$ cat config.mk
export PLATFORM = sky130hd
export DESIGN_NAME = uart_report_scheduler
export DESIGN_NICKNAME = d
export VERILOG_FILES = /design/src/rtl/uart_report_scheduler.sv
export SDC_FILE = /design/constraint.sdc
export NUM_CORES = 1
export LEC_CHECK = 0
export ABC_AREA = 1
export CORE_ASPECT_RATIO = 1.4
export CORE_MARGIN = 4
export CORE_UTILIZATION = 33
export DETAILED_ROUTE_END_ITERATION = 8
export PLACE_DENSITY_LB_ADDON = 0.3
export SYNTH_ARGS = -nofsm -noshare
export SYNTH_HDL_FRONTEND = slang
export SYNTH_SLANG_ARGS = --single-unit
$ cat constraint.sdc
create_clock -name iClk -period 1.8 [get_ports iClk]
set_input_delay 0.36 -clock iClk [delete_from_list [all_inputs] [get_ports iClk]]
set_output_delay 0.36 -clock iClk [all_outputs]
set_load 0.03 [all_outputs]
$ cat src/rtl/uart_report_scheduler.sv
// Queues on-demand and periodic report requests as per-source pending flags and
// hands them to the UART sender one at a time, round-robin, as single-cycle pulses.
//
// state        | meaning
// -------------+----------------------------------------------------------
// S_IDLE       | no report in flight; picks next pending source, if any
// S_ISSUE      | registered request pulse for the granted source is high
// S_WAIT_START | waiting for the sender to raise busy (bounded by timeout)
// S_WAIT_DONE  | sender busy with the report; wait for it to drop
module uart_report_scheduler #(
   parameter int TICK_DIV      = 100000,
   parameter int PERIOD_MS     = 1000,
   parameter int START_TIMEOUT = 16
) (
   input  logic       iClk,
   input  logic       iRstn,
   input  logic       iAutoEn,
   input  logic       iCmdWatch,
   input  logic       iCmdSr04,
   input  logic       iCmdTemp,
   input  logic       iCmdHum,
   input  logic       iSr04DistanceValid,
   input  logic       iDhtDataValid,
   input  logic       iSenderBusy,
   output logic       oReqWatchReport,
   output logic       oReqSr04Report,
   output logic       oReqTempReport,
   output logic       oReqHumReport,
   output logic [3:0] oPending,
   output logic       oBusy
);

   localparam int PW = $clog2(TICK_DIV + 1);
   localparam int MW = $clog2(PERIOD_MS + 1);
   localparam int TW = $clog2(START_TIMEOUT + 1);
   localparam logic [PW-1:0] PRESC_LAST = PW'(TICK_DIV - 1);
   localparam logic [MW-1:0] MS_LAST    = MW'(PERIOD_MS - 1);
   localparam logic [TW-1:0] TMO_LOAD   = TW'(START_TIMEOUT - 1);

   typedef enum logic [1:0] {
      S_IDLE,
      S_ISSUE,
      S_WAIT_START,
      S_WAIT_DONE
   } state_t;

   state_t          state_q, state_d;
   logic [PW-1:0]   presc_q, presc_d;
   logic [MW-1:0]   ms_q, ms_d;
   logic [TW-1:0]   tmo_q, tmo_d;
   logic [1:0]      ptr_q, ptr_d;
   logic [3:0]      pend_q, pend_d;
   logic [3:0]      req_q, req_d;

   logic            auto_tick;
   logic [3:0]      set_vec;
   logic [3:0]      clr_vec;
   logic            grant_valid;
   logic [1:0]      grant_idx;
   logic [1:0]      cand;

   always_comb begin
      presc_d = presc_q;
      ms_d    = ms_q;
      if (!iAutoEn) begin
         presc_d = '0;
         ms_d    = '0;
      end else if (presc_q == PRESC_LAST) begin
         presc_d = '0;
         ms_d    = (ms_q == MS_LAST) ? '0 : ms_q + MW'(1);
      end else begin
         presc_d = presc_q + PW'(1);
      end
   end

   assign auto_tick = iAutoEn && (presc_q == PRESC_LAST) && (ms_q == MS_LAST);

   // Validity is sampled in the tick cycle itself; watch has no data to gate on.
   assign set_vec = {iCmdHum, iCmdTemp, iCmdSr04, iCmdWatch}
                  | ({iDhtDataValid, iDhtDataValid, iSr04DistanceValid, 1'b1} & {4{auto_tick}});

   // Descending scan so the lowest offset from the pointer is the one that sticks.
   always_comb begin
      grant_valid = 1'b0;
      grant_idx   = ptr_q;
      cand        = ptr_q;
      for (int i = 3; i >= 0; i--) begin
         cand = ptr_q + 2'(i);
         if (pend_q[cand]) begin
            grant_valid = 1'b1;
            grant_idx   = cand;
         end
      end
   end

   always_comb begin
      state_d = state_q;
      ptr_d   = ptr_q;
      tmo_d   = tmo_q;
      req_d   = 4'b0000;
      clr_vec = 4'b0000;
      case (state_q)
         S_IDLE: begin
            if (grant_valid) begin
               state_d = S_ISSUE;
               ptr_d   = grant_idx + 2'd1;
               clr_vec = 4'b0001 << grant_idx;
               req_d   = 4'b0001 << grant_idx;
            end
         end
         S_ISSUE: begin
            state_d = S_WAIT_START;
            tmo_d   = TMO_LOAD;
         end
         S_WAIT_START: begin
            if (iSenderBusy) begin
               state_d = S_WAIT_DONE;
            end else if (tmo_q == '0) begin
               state_d = S_IDLE;
            end else begin
               tmo_d = tmo_q - TW'(1);
            end
         end
         S_WAIT_DONE: begin
            if (!iSenderBusy) begin
               state_d = S_IDLE;
            end
         end
         default: state_d = S_IDLE;
      endcase
   end

   // A same-cycle set overrides the grant clear so a fresh request is never lost.
   assign pend_d = (pend_q & ~clr_vec) | set_vec;

   always_ff @(posedge iClk) begin
      if (!iRstn) begin
         state_q <= S_IDLE;
         presc_q <= '0;
         ms_q    <= '0;
         tmo_q   <= '0;
         ptr_q   <= 2'd0;
         pend_q  <= 4'b0000;
         req_q   <= 4'b0000;
      end else begin
         state_q <= state_d;
         presc_q <= presc_d;
         ms_q    <= ms_d;
         tmo_q   <= tmo_d;
         ptr_q   <= ptr_d;
         pend_q  <= pend_d;
         req_q   <= req_d;
      end
   end

   assign oReqWatchReport = req_q[0];
   assign oReqSr04Report  = req_q[1];
   assign oReqTempReport  = req_q[2];
   assign oReqHumReport   = req_q[3];
   assign oPending        = pend_q;
   assign oBusy           = (state_q != S_IDLE);

endmodule

# ---- After elaboration in Yosys (flattened, before gate mapping)
# Cells that the tools add are included.
# Widths: inputs -> output; s select.
dict set report totals {
  ff_bits 44
  input_bits 10
  out_inout_bits 9
  wordCells 74
}
dict set report op_classes {
  addsub 7
  order_cmp 4
  n_eq_ne 10
  shifts 1
  mux 27
  bitwise_logic 7
  reduce_logical 11
}
# operator n
set ops {}
lappend ops {{$add 17x1->17 const B} 1}
lappend ops {{$eq 17x17->1 const B} 1}
lappend ops {{$mux 2} 8}
lappend ops {{$lt 2x3->1 const B} 4}
lappend ops {{$add 10x1->10 const B} 1}
lappend ops {{$eq 10x10->1 const B} 1}
lappend ops {{$mux 10} 1}
lappend ops {{$mux 5} 2}
lappend ops {{$pmux 5 s2} 1}
lappend ops {{$and 4x4->4} 2}
lappend ops {{$bmux 1 s2} 4}
lappend ops {{$mux 1} 8}
lappend ops {{$mux 4} 2}
lappend ops {{$ne 2x2->1 const B} 4}
lappend ops {{$or 4x4->4} 2}
lappend ops {{$pmux 2 s4} 1}
lappend ops {{$reduce_and 3->1} 2}
lappend ops {{$logic_not 5->1} 1}
lappend ops {{$sub 5x1->5 const B} 1}
lappend ops {{$add 2x1->2 const B} 2}
lappend ops {{$add 2x2->2 const B} 2}
lappend ops {{$eq 2x2->1 const B} 2}
lappend ops {{$not 4->4} 1}
lappend ops {{$reduce_and 2->1} 2}
lappend ops {{8 further kinds} 11}

# ---- Longest topological paths before layout
dict set report logic_depth {
  depth_word 13
  ltp_mapped 15
  mapped_depth_nobuf 15
}

# ---- Least setup slack after synthesis
# Ideal clock, no wire load.
dict set report synth_path {
  path_kind {reg2reg}
  start {reg presc_q[0]}
  end {reg presc_q[14]}
  setup_ps 110
  arrival_time_ps 1438
  required_ps 1690
  slack_ps 252
  stages_incl_launch_ff 15
  n_path_buf 0
  period_less_slack_ps 1548
  cell_sequence {dfxtp_1 ha_1 nand2_1 inv_2 nand2_4 nor2_4 nand2_2 nor2_4 nand2_1 nor2_2 nand2_1 nor2_2 nand3_1 nand3_1 inv_1}
}
dict set report synth_via {
  elab_chain_cells 2
  word_cells_on_any_way 3
  cone_classes {1 x add/sub; 1 x eq/ne; 1 x reduce/logical}
}
# item line_no
set synth_lines {}
lappend synth_lines {{from (decl)} 48} ;# logic [PW-1:0] presc_q, presc_d;
lappend synth_lines {{from (signal assigned)} 147} ;# presc_q <= presc_d;
lappend synth_lines {{parallel branches: the longest is 2 deep, another holds $add 17x1->17} -}
# Several ways; the timed one is not identified.
# A chain may end at the register's enable or synchronous reset.

# ---- Worst setup path in the final report
dict set report layout_path {
  start {reg pend_q[1] (netlist: oPending[1])}
  end {out oPending[1]}
}
# item line_no
set layout_rtl {}
lappend layout_rtl {{from (decl)} 52} ;# logic [3:0] pend_q, pend_d;
lappend layout_rtl {{from (signal assigned)} 151} ;# pend_q <= pend_d;
lappend layout_rtl {{to (decl)} 29} ;# output logic [3:0] oPending,
# No word-level cell between the ends.

==> results <==
- After detailed placement, the design holds a cell count of 474.
- The worst-margin pin slew is 419.4 ps.
- Compared with the post-synthesis result, the final layout area differs by 21.06%.
- For this run, global-route usage on met2 was measured as 0.2380.
- The total via count in the routed design is 2,285.
- The number of distinct library cell variants in the gate-level netlist after synthesis is 40.
- The final count of hold timing violations is 0.
- The count of yosys warnings during synthesis is 0.
- Of the available clock period, the critical path in the final layout requires 0.9603.
- The maximum vdd drop is 0.4572 mV.
- The via count of the first global-routing pass is 2,217.
- The number of buffers inserted by port buffering is 18.
- After synthesis, the mean cell area works out to 6.927 um^2.
- In the final routed layout, each cell accounts on average for 11.04 um.
- The total routing usage reported by global routing is 0.1324.
- The root buffer cell chosen for the clock tree is sky130_fd_sc_hd__clkbuf_8.
- TritonCTS built the clock tree.
- The longest clock path from root to sink contains 2 buffers.
- TritonCTS created 5 clock buffers.
- The run finished with clean final reports.
- The clock latency on the worst-skew pair is 300 ps.
- For this run, the register share of the synthesized area comes to 0.3572.
- After detailed routing, the number of remaining DRC violations is 0.
- The number of pins with negative max-slew slack in the final report is 0.
- Counting instances, the worst hold path has a depth of 1.
- In this run, synthesis inferred 0 flip-flops with an integrated enable.
- The vertical extent of the die is 110.3 um.
- Traced cell by cell, the critical path runs through clkdlybuf4s50_1.
- STA puts the critical path data required time at 1440 ps.
- The post-synthesis async set-or-reset flop share is 0.
- Synthesis produced a netlist with a net count of 370.
- After global routing, the most crowded layer is met2.
- The hold-fix buffer count after cts is 0.
- CTS built an H-tree with a depth of 2.
- The floorplan has 37 rows.
- For this run, the slowest stage of the critical path takes 690 ps.
- The clock drives 44 sinks.
- The combined buffer and inverter count along the critical path is 1.
- The global route total overflow is 0.
- The wire length of the first global-routing pass is 9.356 mm.
- In this run the cell area measured after placement is 0.002809 mm^2.
- The full die area is 0.008940 mm^2.
- Setup violations remaining at the end of the flow were counted as 0.
- The first routing iteration left 101 violations.
- The total half-perimeter wirelength after legalization and detailed placement is 4.253 mm.
- The setup total negative slack is 0 ps.
- The worst hold path begins at presc_q[11].
- The pin count of the biggest net entering global routing is 14.
- In this run the register-to-register setup slack is 150 ps.
- The number of antenna violations at the first check in global routing was 0.
- The post-layout instance area is 0.002985 mm^2.
- The worst relative slew slack is 0.7201.
- Dividing the detail-routed via count by the number of cells gives 4.721.
- For this design the top-level I/O count stands at 19.
- Max-cap violations in this run came to 0.
- The final core utilization is 0.4081.
- At the end of routability-driven placement, the weighted congestion stood at 0.8298.
- The smallest hold slack is 482.3 ps.
- The global-route met3 utilization is 0.03008.
- Data on the critical path arrives at its endpoint at 1370 ps.
- Among all flip-flop cells after synthesis, the most frequent one is sky130_fd_sc_hd__dfxtp_1.
- The met1 track utilization from global routing is 0.1439.
- The worst setup path is captured at an output pin.
- On the final layout, the worst clock skew is 9.710 ps.
- In the final layout, the share of cells above drive strength 1 is 0.1835.
- The total inserted antenna cells is 0.
- The area of the mapped netlist is 0.002466 mm^2.
- The endpoint with the worst hold slack is presc_q[11].
- The number of flip-flops and latches in the synthesized netlist is 44.
- The worst hold path class is reg -> reg.
- The endpoint identified for the worst register-to-register timing path is presc_q[14].
- The start of the worst register-to-register path is presc_q[0].
- The cell area power density is 1090 mW/mm^2.
- After clock tree synthesis, the clock-pin slew on the worst setup and hold paths is 80 ps.
- The final antenna-violating net count is 0.
- After layout, the minimum clock period comes to 1729 ps.
- From left edge to right edge, the die measures 81.06 um.
- The number of optimization iterations in the first detailed-route pass is 4.
- By startpoint and endpoint, the worst setup path is classified as reg -> out.
- After detailed routing, the total wire length is 5.342 mm.
- The finished layout holds 484 standard cells, fillers aside.
- The count of nets after finishing is 400.
- Based on the critical path, the design can be clocked at up to 578.5 MHz.
- The cell type group with the largest total delay on the critical path is buffers and inverters.
- The floorplan core area is 0.007315 mm^2.
- STA classifies the critical path startpoint as a flip-flop.
- The initial utilization of the core area, before any placement, comes to 0.3372.
- The analysis attributes to cell leakage a power of 1.257 nW.
- The length in cells of the worst reg-to-reg path is 14.
- The post-synthesis instance total is 356.
- The maximum fanout along the worst path is 4.
- On the critical path, the stage with the largest delay is an instance of sky130_fd_sc_hd__clkdlybuf4s50_1.
per-layer routing:
layer | vias to the layer above | part of all wire
met3 | 16 | 0.041
met2 | 44 | 0.50
met5 | - | 0
met4 | 0 | 0.030
met1 | 1014 | 0.43
li1 | 1211 | -
where the power goes:
| group | total (mW) | internal (mW) | switching, mW | leakage, nW |
|---|---|---|---|---|
| Sequential | 1.19 | 1.10 | 0.0840 | 0.360 |
| Combinational | 1.33 | 0.486 | 0.847 | 0.842 |
| Clock | 0.735 | 0.412 | 0.323 | 0.0552 |
| Total | 3.25 | 2.00 | 1.25 | 1.26 |
cells in the final DEF (no fill, tap or decap), drive strengths merged, types with 6 or more instances in the layout:
| master | instances |
|---|---|
| nand2 | 97 |
| inv | 58 |
| dfxtp | 44 |
| nor2 | 36 |
| nand3 | 24 |
| a21oi | 19 |
| nor3 | 17 |
| nand4 | 16 |
| clkdlybuf4s50 | 14 |
| o21ai | 9 |
| buf | 9 |
| clkbuf | 6 |
cells in the mapped netlist, types with 5 or more instances:
cell	n	area share
sky130_fd_sc_hd__nand2_1	84	0.13
sky130_fd_sc_hd__inv_1	52	0.079
sky130_fd_sc_hd__dfxtp_1	44	0.36
sky130_fd_sc_hd__nor2_1	25	0.038
sky130_fd_sc_hd__nand3_1	21	0.043
sky130_fd_sc_hd__a21oi_1	18	0.037
sky130_fd_sc_hd__nand4_1	15	0.038
sky130_fd_sc_hd__nor3_1	14	0.028
sky130_fd_sc_hd__nand2_2	12	0.030
sky130_fd_sc_hd__o21ai_0	9	0.018
sky130_fd_sc_hd__nor2_2	6	0.015
sky130_fd_sc_hd__inv_2	5	0.0076
sky130_fd_sc_hd__nor2_4	5	0.023
per-stage QoR:
stage	worst slack (ps)	power, mW
6_report	71.39	3.255
2_1_floorplan	251.6	2.175
5_1_grt	-11.21	3.525
3_5_place_dp	75.81	2.540
4_1_cts	3.015	3.280
3_3_place_gp	110.3	2.513
worst max path at each step:
stage / startpoint / to / slack (ps) / cells past startpoint
detailed placement: iSenderBusy / tmo_q[1] / 80 / 6
floorplan: presc_q[0] / presc_q[14] / 250 / 14
global route: presc_q[0] / presc_q[16] / -10 / 13
finish: oPending[1] / oPending[1] / 70 / 1
global placement: iSenderBusy / tmo_q[1] / 110 / 6
CTS: oPending[0] / oPending[0] / 3 / 1
registers in the layout, summed over array words and instances, names as in the netlist:
signal / cells
ms_q: 10
oPending: 4
presc_q: 17
ptr_q: 2
req_q: 4
state_q: 2
tmo_q: 5
repair_timing:
| item | in CTS | in global routing |
|---|---|---|
| resized for setup | 1 | 17 |
| buffers inserted | 0 | 2 |
| pin swaps | 0 | 4 |
| endpoints found under the setup margin | 1 | 15 |
final cells by class:
type                            count  area [um^2]
Timing Repair Buffer               27        266.5
Fill cell                         779         4329
Inverter                           59        231.5
Clock buffer                        6        72.57
Sequential cell                    44        887.1
Multi-Input combinational cell    249         1371
Tap cell                           97        121.4
Clock inverter                      2        35.03
cells by family (layout without fill, tap and decap cells):
group | count (synthesis) | count (layout) | synth area share
AOI/OAI and AO/OA | 37 | 37 | 0.08727
xor gates and xnor gates | 5 | 5 | 0.01776
adders and majority gates | 4 | 4 | 0.02030
buffers and inverters | 63 | 94 | 0.1025
DFF | 44 | 44 | 0.3572
and+or+nand+nor | 203 | 203 | 0.4150
(Power assumes the default switching activity.)
